### src/rtl/kyber_bram_arbiter.sv
// kyber_bram_arbiter
//   Shares the single 128-bit Kyber-side BRAM port between three requesters:
//   req 0 = operand loader, req 1 = result unloader, req 2 = host debug path.
//   Round-robin arbitration, locked bursts (force-released after MAX_BURST
//   beats), and read-return routing back to the requester that issued the read.
//
// Ports
//   reg_clk, rst          clock, asynchronous active-high reset
//   req/lock/we [2:0]     per-requester beat request, burst hold, write flag
//   addr [23:0]           requester i address  = addr[8*i +: 8]
//   wdata [383:0]         requester i data     = wdata[128*i +: 128]
//   gnt [2:0]             registered one-hot grant
//   owner [1:0]           current or most recent owner
//   bram_en/we/addr/wdata registered BRAM drive (one cycle after the beat)
//   bram_rddata [127:0]   BRAM read data
//   rvalid [2:0]          one-hot read-data-valid, RD_LAT+1 cycles after a read beat
//   rdata [127:0]         bram_rddata, qualified by rvalid

module kyber_bram_arbiter #(
    parameter int RD_LAT    = 1,
    parameter int MAX_BURST = 128
) (
    input  logic         reg_clk,
    input  logic         rst,
    input  logic [2:0]   req,
    input  logic [2:0]   lock,
    input  logic [2:0]   we,
    input  logic [23:0]  addr,
    input  logic [383:0] wdata,
    output logic [2:0]   gnt,
    output logic [1:0]   owner,
    output logic         bram_en,
    output logic [15:0]  bram_we,
    output logic [7:0]   bram_addr,
    output logic [127:0] bram_wdata,
    input  logic [127:0] bram_rddata,
    output logic [2:0]   rvalid,
    output logic [127:0] rdata
);

    localparam int CNT_W = (MAX_BURST > 1) ? $clog2(MAX_BURST) : 1;
    localparam logic [CNT_W-1:0] CNT_LAST = CNT_W'(MAX_BURST - 1);

    typedef enum logic {IDLE = 1'b0, OWNED = 1'b1} state_t;

    state_t               state_q, state_d;
    logic [2:0]           gnt_q, gnt_d;
    logic [1:0]           owner_q, owner_d;
    logic [1:0]           last_owner_q, last_owner_d;
    logic [CNT_W-1:0]     beat_cnt_q, beat_cnt_d;
    logic                 bram_en_q, bram_en_d;
    logic [15:0]          bram_we_q, bram_we_d;
    logic [7:0]           bram_addr_q, bram_addr_d;
    logic [127:0]         bram_wdata_q, bram_wdata_d;
    // Read-return tracking: stage 0 is written by the beat, stage RD_LAT
    // lines up with the BRAM data.
    logic [RD_LAT:0]      rd_vld_q, rd_vld_d;
    logic [RD_LAT:0][1:0] rd_id_q, rd_id_d;

    logic [1:0]   winner;
    logic         beat;
    logic         own_req;
    logic         own_lock;
    logic         own_we;
    logic         release_own;
    logic [7:0]   own_addr;
    logic [127:0] own_wdata;

    assign own_req   = req[owner_q];
    assign own_lock  = lock[owner_q];
    assign own_we    = we[owner_q];
    assign own_addr  = addr[8*owner_q +: 8];
    assign own_wdata = wdata[128*owner_q +: 128];

    // gnt_q is zero outside OWNED, so this is only true for the owner.
    assign beat = |(gnt_q & req);

    // Dropping req, an unlocked beat, or the final allowed beat all release.
    // The beat-count limit wins over lock.
    assign release_own = (state_q == OWNED) &&
                         (!own_req || !own_lock || (beat_cnt_q == CNT_LAST));

    // Round-robin: search starts at the requester after the last owner.
    always_comb begin
        case (last_owner_q)
            2'd0:    winner = req[1] ? 2'd1 : (req[2] ? 2'd2 : 2'd0);
            2'd1:    winner = req[2] ? 2'd2 : (req[0] ? 2'd0 : 2'd1);
            default: winner = req[0] ? 2'd0 : (req[1] ? 2'd1 : 2'd2);
        endcase
    end

    // State register
    always_ff @(posedge reg_clk or posedge rst) begin
        if (rst) begin
            state_q      <= IDLE;
            gnt_q        <= '0;
            owner_q      <= '0;
            last_owner_q <= 2'd2;
            beat_cnt_q   <= '0;
            bram_en_q    <= 1'b0;
            bram_we_q    <= '0;
            bram_addr_q  <= '0;
            bram_wdata_q <= '0;
            rd_vld_q     <= '0;
            rd_id_q      <= '0;
        end else begin
            state_q      <= state_d;
            gnt_q        <= gnt_d;
            owner_q      <= owner_d;
            last_owner_q <= last_owner_d;
            beat_cnt_q   <= beat_cnt_d;
            bram_en_q    <= bram_en_d;
            bram_we_q    <= bram_we_d;
            bram_addr_q  <= bram_addr_d;
            bram_wdata_q <= bram_wdata_d;
            rd_vld_q     <= rd_vld_d;
            rd_id_q      <= rd_id_d;
        end
    end

    // Next state
    always_comb begin
        state_d = state_q;
        case (state_q)
            IDLE:    if (|req)       state_d = OWNED;
            OWNED:   if (release_own) state_d = IDLE;
            default: state_d = IDLE;
        endcase
    end

    // Grant bookkeeping and BRAM drive
    always_comb begin
        gnt_d        = gnt_q;
        owner_d      = owner_q;
        last_owner_d = last_owner_q;
        beat_cnt_d   = beat_cnt_q;

        case (state_q)
            IDLE: begin
                if (|req) begin
                    owner_d    = winner;
                    gnt_d      = 3'b001 << winner;
                    beat_cnt_d = '0;
                end
            end
            OWNED: begin
                if (beat) beat_cnt_d = beat_cnt_q + 1'b1;
                if (release_own) begin
                    gnt_d        = '0;
                    last_owner_d = owner_q;
                end
            end
            default: gnt_d = '0;
        endcase

        // Address and write data hold between beats; enables drop.
        bram_en_d    = beat;
        bram_we_d    = (beat && own_we) ? 16'hFFFF : 16'h0000;
        bram_addr_d  = beat ? own_addr : bram_addr_q;
        bram_wdata_d = (beat && own_we) ? own_wdata : bram_wdata_q;

        rd_vld_d = {rd_vld_q[RD_LAT-1:0], beat && !own_we};
        rd_id_d  = {rd_id_q[RD_LAT-1:0], owner_q};
    end

    assign gnt        = gnt_q;
    assign owner      = owner_q;
    assign bram_en    = bram_en_q;
    assign bram_we    = bram_we_q;
    assign bram_addr  = bram_addr_q;
    assign bram_wdata = bram_wdata_q;
    assign rvalid     = rd_vld_q[RD_LAT] ? (3'b001 << rd_id_q[RD_LAT]) : 3'b000;
    assign rdata      = bram_rddata;

endmodule

### config.mk
export PLATFORM = sky130hd
export DESIGN_NAME = kyber_bram_arbiter
export DESIGN_NICKNAME = d
export VERILOG_FILES = /design/src/rtl/kyber_bram_arbiter.sv
export SDC_FILE = /design/constraint.sdc
export NUM_CORES = 1
export LEC_CHECK = 0
export CORE_AREA = 4 4 326 328
export CTS_BUF_LIST = sky130_fd_sc_hd__clkbuf_4 sky130_fd_sc_hd__clkbuf_8
export CTS_CLUSTER_SIZE = 24
export DETAILED_ROUTE_END_ITERATION = 7
export DIE_AREA = 0 0 330 332
export HOLD_SLACK_MARGIN = 0.06
export REMOVE_ABC_BUFFERS = 1
export SLEW_MARGIN = 25
export SYNTH_ARGS = -nofsm -noshare
export SYNTH_HDL_FRONTEND = slang
export SYNTH_SLANG_ARGS = --single-unit
### constraint.sdc
create_clock -name reg_clk -period 11 [get_ports reg_clk]
set_input_delay 2.2 -clock reg_clk [delete_from_list [all_inputs] [get_ports reg_clk]]
set_output_delay 2.2 -clock reg_clk [all_outputs]
set_load 0.1 [all_outputs]
== Yosys cells after proc, flatten, opt, wreduce, memory -nomap -nowiden ==
Cells that the tools add are included.

* ROM bits: 0
* Input port bits: 547
* Latch bits: 0
* Output and inout bits: 289
* Bits in writable memories: 0
* Register bits: 174
* Memories kept: 0
* Word-level logic and storage cells: 64

* Reductions and logical operators: 15
* Equality and inequality tests: 5
* $lt $le $gt $ge: 1
* Bitwise gates (word level): 2
* Muxes and demuxes: 24
* Shifts and indexed selects: 4
* Multiply operators: 0
* Add/subtract/negate cells: 1
* Div/mod/pow operators: 0

{| class="wikitable"
|+ Operators with widths
! operator !! count
|-
| $shiftx 384x10->128 || 1
|-
| $shiftx 24x6->8 || 1
|-
| $mux 16 || 1
|-
| $mux 7 || 2
|-
| $pmux 7 s2 || 1
|-
| $mux 2 || 5
|-
| $mux 3 || 3
|-
| $reduce_and 2->1 || 4
|-
| $add 7x1->7 const B || 1
|-
| $eq 7x7->1 const B || 1
|-
| $bmux 1 s2 || 3
|-
| $mux 1 || 6
|-
| $pmux 3 s2 || 1
|-
| $reduce_or 3->1 || 2
|-
| $shl 1x2->3 const A || 2
|-
| $ne 2x1->1 const B || 2
|-
| $pmux 2 s2 || 1
|-
| $and 3x3->3 || 1
|-
| $logic_and 1x1->1 || 3
|-
| $logic_not 1->1 || 3
|-
| $lt 2x3->1 const B || 1
|-
| $eq 2x1->1 const B || 1
|-
| $logic_not 2->1 || 1
|-
| $logic_or 1x1->1 || 2
|-
| other kinds (3) || 3
|}

== Longest topological paths before layout ==
* Word-level depth: 8
* Mapped depth: 8
* Gate-level depth less buffers: 5

== Worst setup path before layout ==
No wires, ideal clock.

* Path type: reg2out
* Start point: reg rd_id_q[3] (netlist name)
* End point: out rvalid[0]
* Cell stages (with the launch flop): 2
* Arrival: 2.579 ns
* Required time: 8.800 ns
* Slack: 6.221 ns
* Path buffers: 0
* Cell sequence: dfrtp_1 > nor3b_1

* Longest elaborated chain between the ends: 2

{| class="wikitable"
|+ Ends and longest elaborated chain
! item !! line !! RTL
|-
| start: declaration || 58 || <nowiki>logic [RD_LAT:0][1:0] rd_id_q, rd_id_d;</nowiki>
|-
| start signal: assignment || 117 || <nowiki>rd_id_q <= rd_id_d;</nowiki>
|-
| $shl 1x2->3 || 172 || <nowiki>assign rvalid = rd_vld_q[RD_LAT] ? (3'b001 << rd_id_q[RD_LAT]) : 3'b000;</nowiki>
|-
| $mux 3 || 172 ||
|-
| end: declaration || 37 || <nowiki>output logic [2:0] rvalid,</nowiki>
|}

Every way passes these cells.

== Final worst setup path ==
* Start point: reg owner_q[1], in the netlist owner[1]
* End point: out owner[1]

{| class="wikitable"
|+ RTL lines
! item !! line !! RTL
|-
| start: declaration || 48 || <nowiki>logic [1:0] owner_q, owner_d;</nowiki>
|-
| start signal: assignment || 109 || <nowiki>owner_q <= owner_d;</nowiki>
|-
| end: declaration || 31 || <nowiki>output logic [1:0] owner,</nowiki>
|}

No word-level cell between the ends.

==> impl_metrics.toml <==
[outcome]
status = "complete, no violations"

[routing]
first_pass_iters = 5
drt-vias-per-instance = 3.36
drc_errors = 0
wl_per_cell_um = 28.0
ant_nets = 0
drt_iter0_markers = 363
vias = 9345
totalWireLength_um = 78000

[setup_path]
path_class = "flop to output pin"
startpoint_type = "flop"
crit_path_max_incr_delay_ns = 1.25
path_buf_inv = 1
crit_slowest_cell = "clkdlybuf4s50_1"
cp_data_arrival_time_ns = 2.65
worstPathRequired_ns = 8.80
crit_family = "buffers and inverters"
end_kind = "output pin"
crit_chain = "clkdlybuf4s50_1"
crit_fanout = 27

[sta]
hold_ws_ns = 0.358
clock.fmax_mhz = 206
finalHoldViolCount = 0
grt_setup_unrepaired = "no"
finalCritPeriodShare_pct = 44.1
slew_headroom_pct = 25.7
drv_slew = 0
finalSetupTns_ns = 0
tightest_slew_ns = 1.11
period_minus_slack_ns = 4.85
skew_ns = 0.0309
finalSetupViolCount = 0

[placement]
port_buffers = 579
dpl.hpwl_um = 64100
gp_congestion = 0.780

[clock_tree]
clk_path_buf_depth = 2
cts_setup_buffers = 0
cts_tree = "built"
post_cts_resize_count = 0
cts_num_sinks = 159
htreeDepth = 4
postCtsHoldBufs = 0
numCtsBuffers = 17
root_buffer = "clkbuf_8"
clock_latency_ns = 0.58
cts.clk_slew.worst_paths_ns = 0.11

[pwr]
p_leak_nw = 6.41
ir_drop_v = 0.000243
p_per_area_nw_per_um2 = 342

[final_layout]
fin_util_pct = 16.4
num-nets-final = 1933
synthToLayoutAreaGrowth_pct = 63.8
layout-drive-gt1-share_pct = 14.7

[floorplan]
ios = 836
initial_utilization_pct = 10.0
die_width_um = 330
coreArea_um2 = 103000
die-area_um2 = 110000
die_h_um = 332
num_rows = 118

[run]
drv_cap = 0

[logic_synthesis]
synth_edf_count = 0
yosys.area.top_type = "dfrtp_1"
ys_seq_area_share_pct = 38.6
async_flop_share_pct = 100
syn-instance-count = 981
ys.flop_type = "dfrtp_1"
ys_seq_elements = 159
synth_cell_types = 42
syn_area_um2 = 10300
synth_top_cell_area_share_pct = 38.3
yosysWarnings = 0
synth_area_leaders = "dfrtp_1, mux2_4, mux2i_1, buf_4, o21ai_0"
syn_avg_cell_area_um2 = 10.5

[global_route]
grt_overflow = 0
grt_max_degree = 104
grtUsageTotal_pct = 13.7
grt_pass1_vias = 9428
grt_pass1_wl_um = 97700
antenna_found_initial = 33

[worst_hold_path]
min_path_type = "flop to flop"
[layout by cell type, fill, tap and decap left out, types with 2 or more instances in the layout]
cell	Yosys	layout
clkdlybuf4s50_1	0	565
a21o_1	3	3
inv_6	0	5
clkbuf_8	0	17
and2_1	2	2
o21ai_0	140	140
nand2_1	143	143
diode_2	0	7
mux2_2	37	37
buf_2	15	8
mux2i_1	138	138
clkinvlp_4	0	2
nor3_1	3	3
and3_1	2	2
nor2b_1	4	3
dfrtp_4	0	2
inv_1	3	2
nor3b_1	2	2
dfrtp_1	158	156
nor2_1	3	2
buf_4	146	18
or3_1	2	2
a2bb2oi_1	2	2
nand3_1	11	11
mux2_4	100	100
inv_8	0	4
clkinv_4	0	2
and3b_1	2	2
[Yosys cell counts (2+ instances only)]
| master | instances |
|---|---|
| buf_6 | 11 |
| o21ai_0 | 140 |
| and3_1 | 2 |
| mux2_4 | 100 |
| buf_4 | 146 |
| and3b_1 | 2 |
| a2bb2oi_1 | 2 |
| clkbuf_1 | 29 |
| buf_1 | 6 |
| inv_1 | 3 |
| nor2_1 | 3 |
| a21o_1 | 3 |
| nor3b_1 | 2 |
| mux2i_1 | 138 |
| mux2_2 | 37 |
| and2_1 | 2 |
| nand3_1 | 11 |
| nor3_1 | 3 |
| or3_1 | 2 |
| nor2b_1 | 4 |
| dfrtp_1 | 158 |
| nand2_1 | 143 |
| buf_2 | 15 |
[registers in the layout, summed over array words and instances (netlist names)]
name          count
gnt               3
bram_we           1
owner             2
state_q           1
beat_cnt_q        7
bram_addr         8
rd_vld_q          2
rd_id_q           2
rd_id_d           2
bram_en           1
last_owner_q      2
bram_wdata      128
[per-stage QoR]
stage          setup WS [ns]  instances  total power, W  area (um^2)
2_1_floorplan          -7.10        774         0.00442         8900
3_3_place_gp            5.82       2746         0.00536        16500
3_5_place_dp            5.80       2746         0.00536        16500
4_1_cts                 5.98       2778         0.00588        16900
5_1_grt                 6.00       2780         0.00604        16900
6_report                6.15       2785         0.00578        16900
[report_power, final]
group / internal [W] / total (W) / switching [W]
Sequential: 0.000869 / 0.00108 / 0.000208
Clock: 0.000189 / 0.000478 / 0.000289
Combinational: 0.00126 / 0.00423 / 0.00297
[layout make-up]
cell class	count	area [um^2]
diodes	7	17.5
clock inverters	14	145
flip-flops and latches	159	3990
repair buffers	592	5850
well taps	1380	1730
inverters	4	22.5
multi-input cells	611	4920
fillers	11600	86300
clock buffers	18	241
[routing by layer]
metal	part of all wire (%)	vias up	global-route usage, %
li1	-	4074	-
met1	43	4348	17.0
met2	36	828	17.4
met3	19	73	12.2
met4	1.1	22	2.32
met5	1.0	-	4.84
[cells by family after synthesis]
family,after synthesis,share of synthesized area [%]
adders and majority gates,1,0.121
muxes,276,32.1
and+or+nand+nor,178,7.22
AOI/OAI and AO/OA,156,8.06
DFF,159,38.6
buffers and inverters,211,14.0
[path summary, 6_finish.rpt]
kind	slack, ns	to	cells past startpoint	start
max reg2reg	7.19	last_owner_q[0]$_DFFE_PP0P_	7	owner[1]$_DFFE_PP0P_
max in group asynchronous	7.52	bram_wdata[55]$_DFFE_PP0P_	3	rst
min	0.36	rd_id_q[2]$_DFF_PP0_	0	rd_id_d[2]$_DFF_PP0_
min in group asynchronous	2.16	bram_wdata[112]$_DFFE_PP0P_	2	rst
min reg2reg	0.36	rd_id_q[2]$_DFF_PP0_	0	rd_id_d[2]$_DFF_PP0_
max	6.15	owner[1]	1	owner[1]$_DFFE_PP0P_
Note: power is estimated with default switching activity, not from simulation.
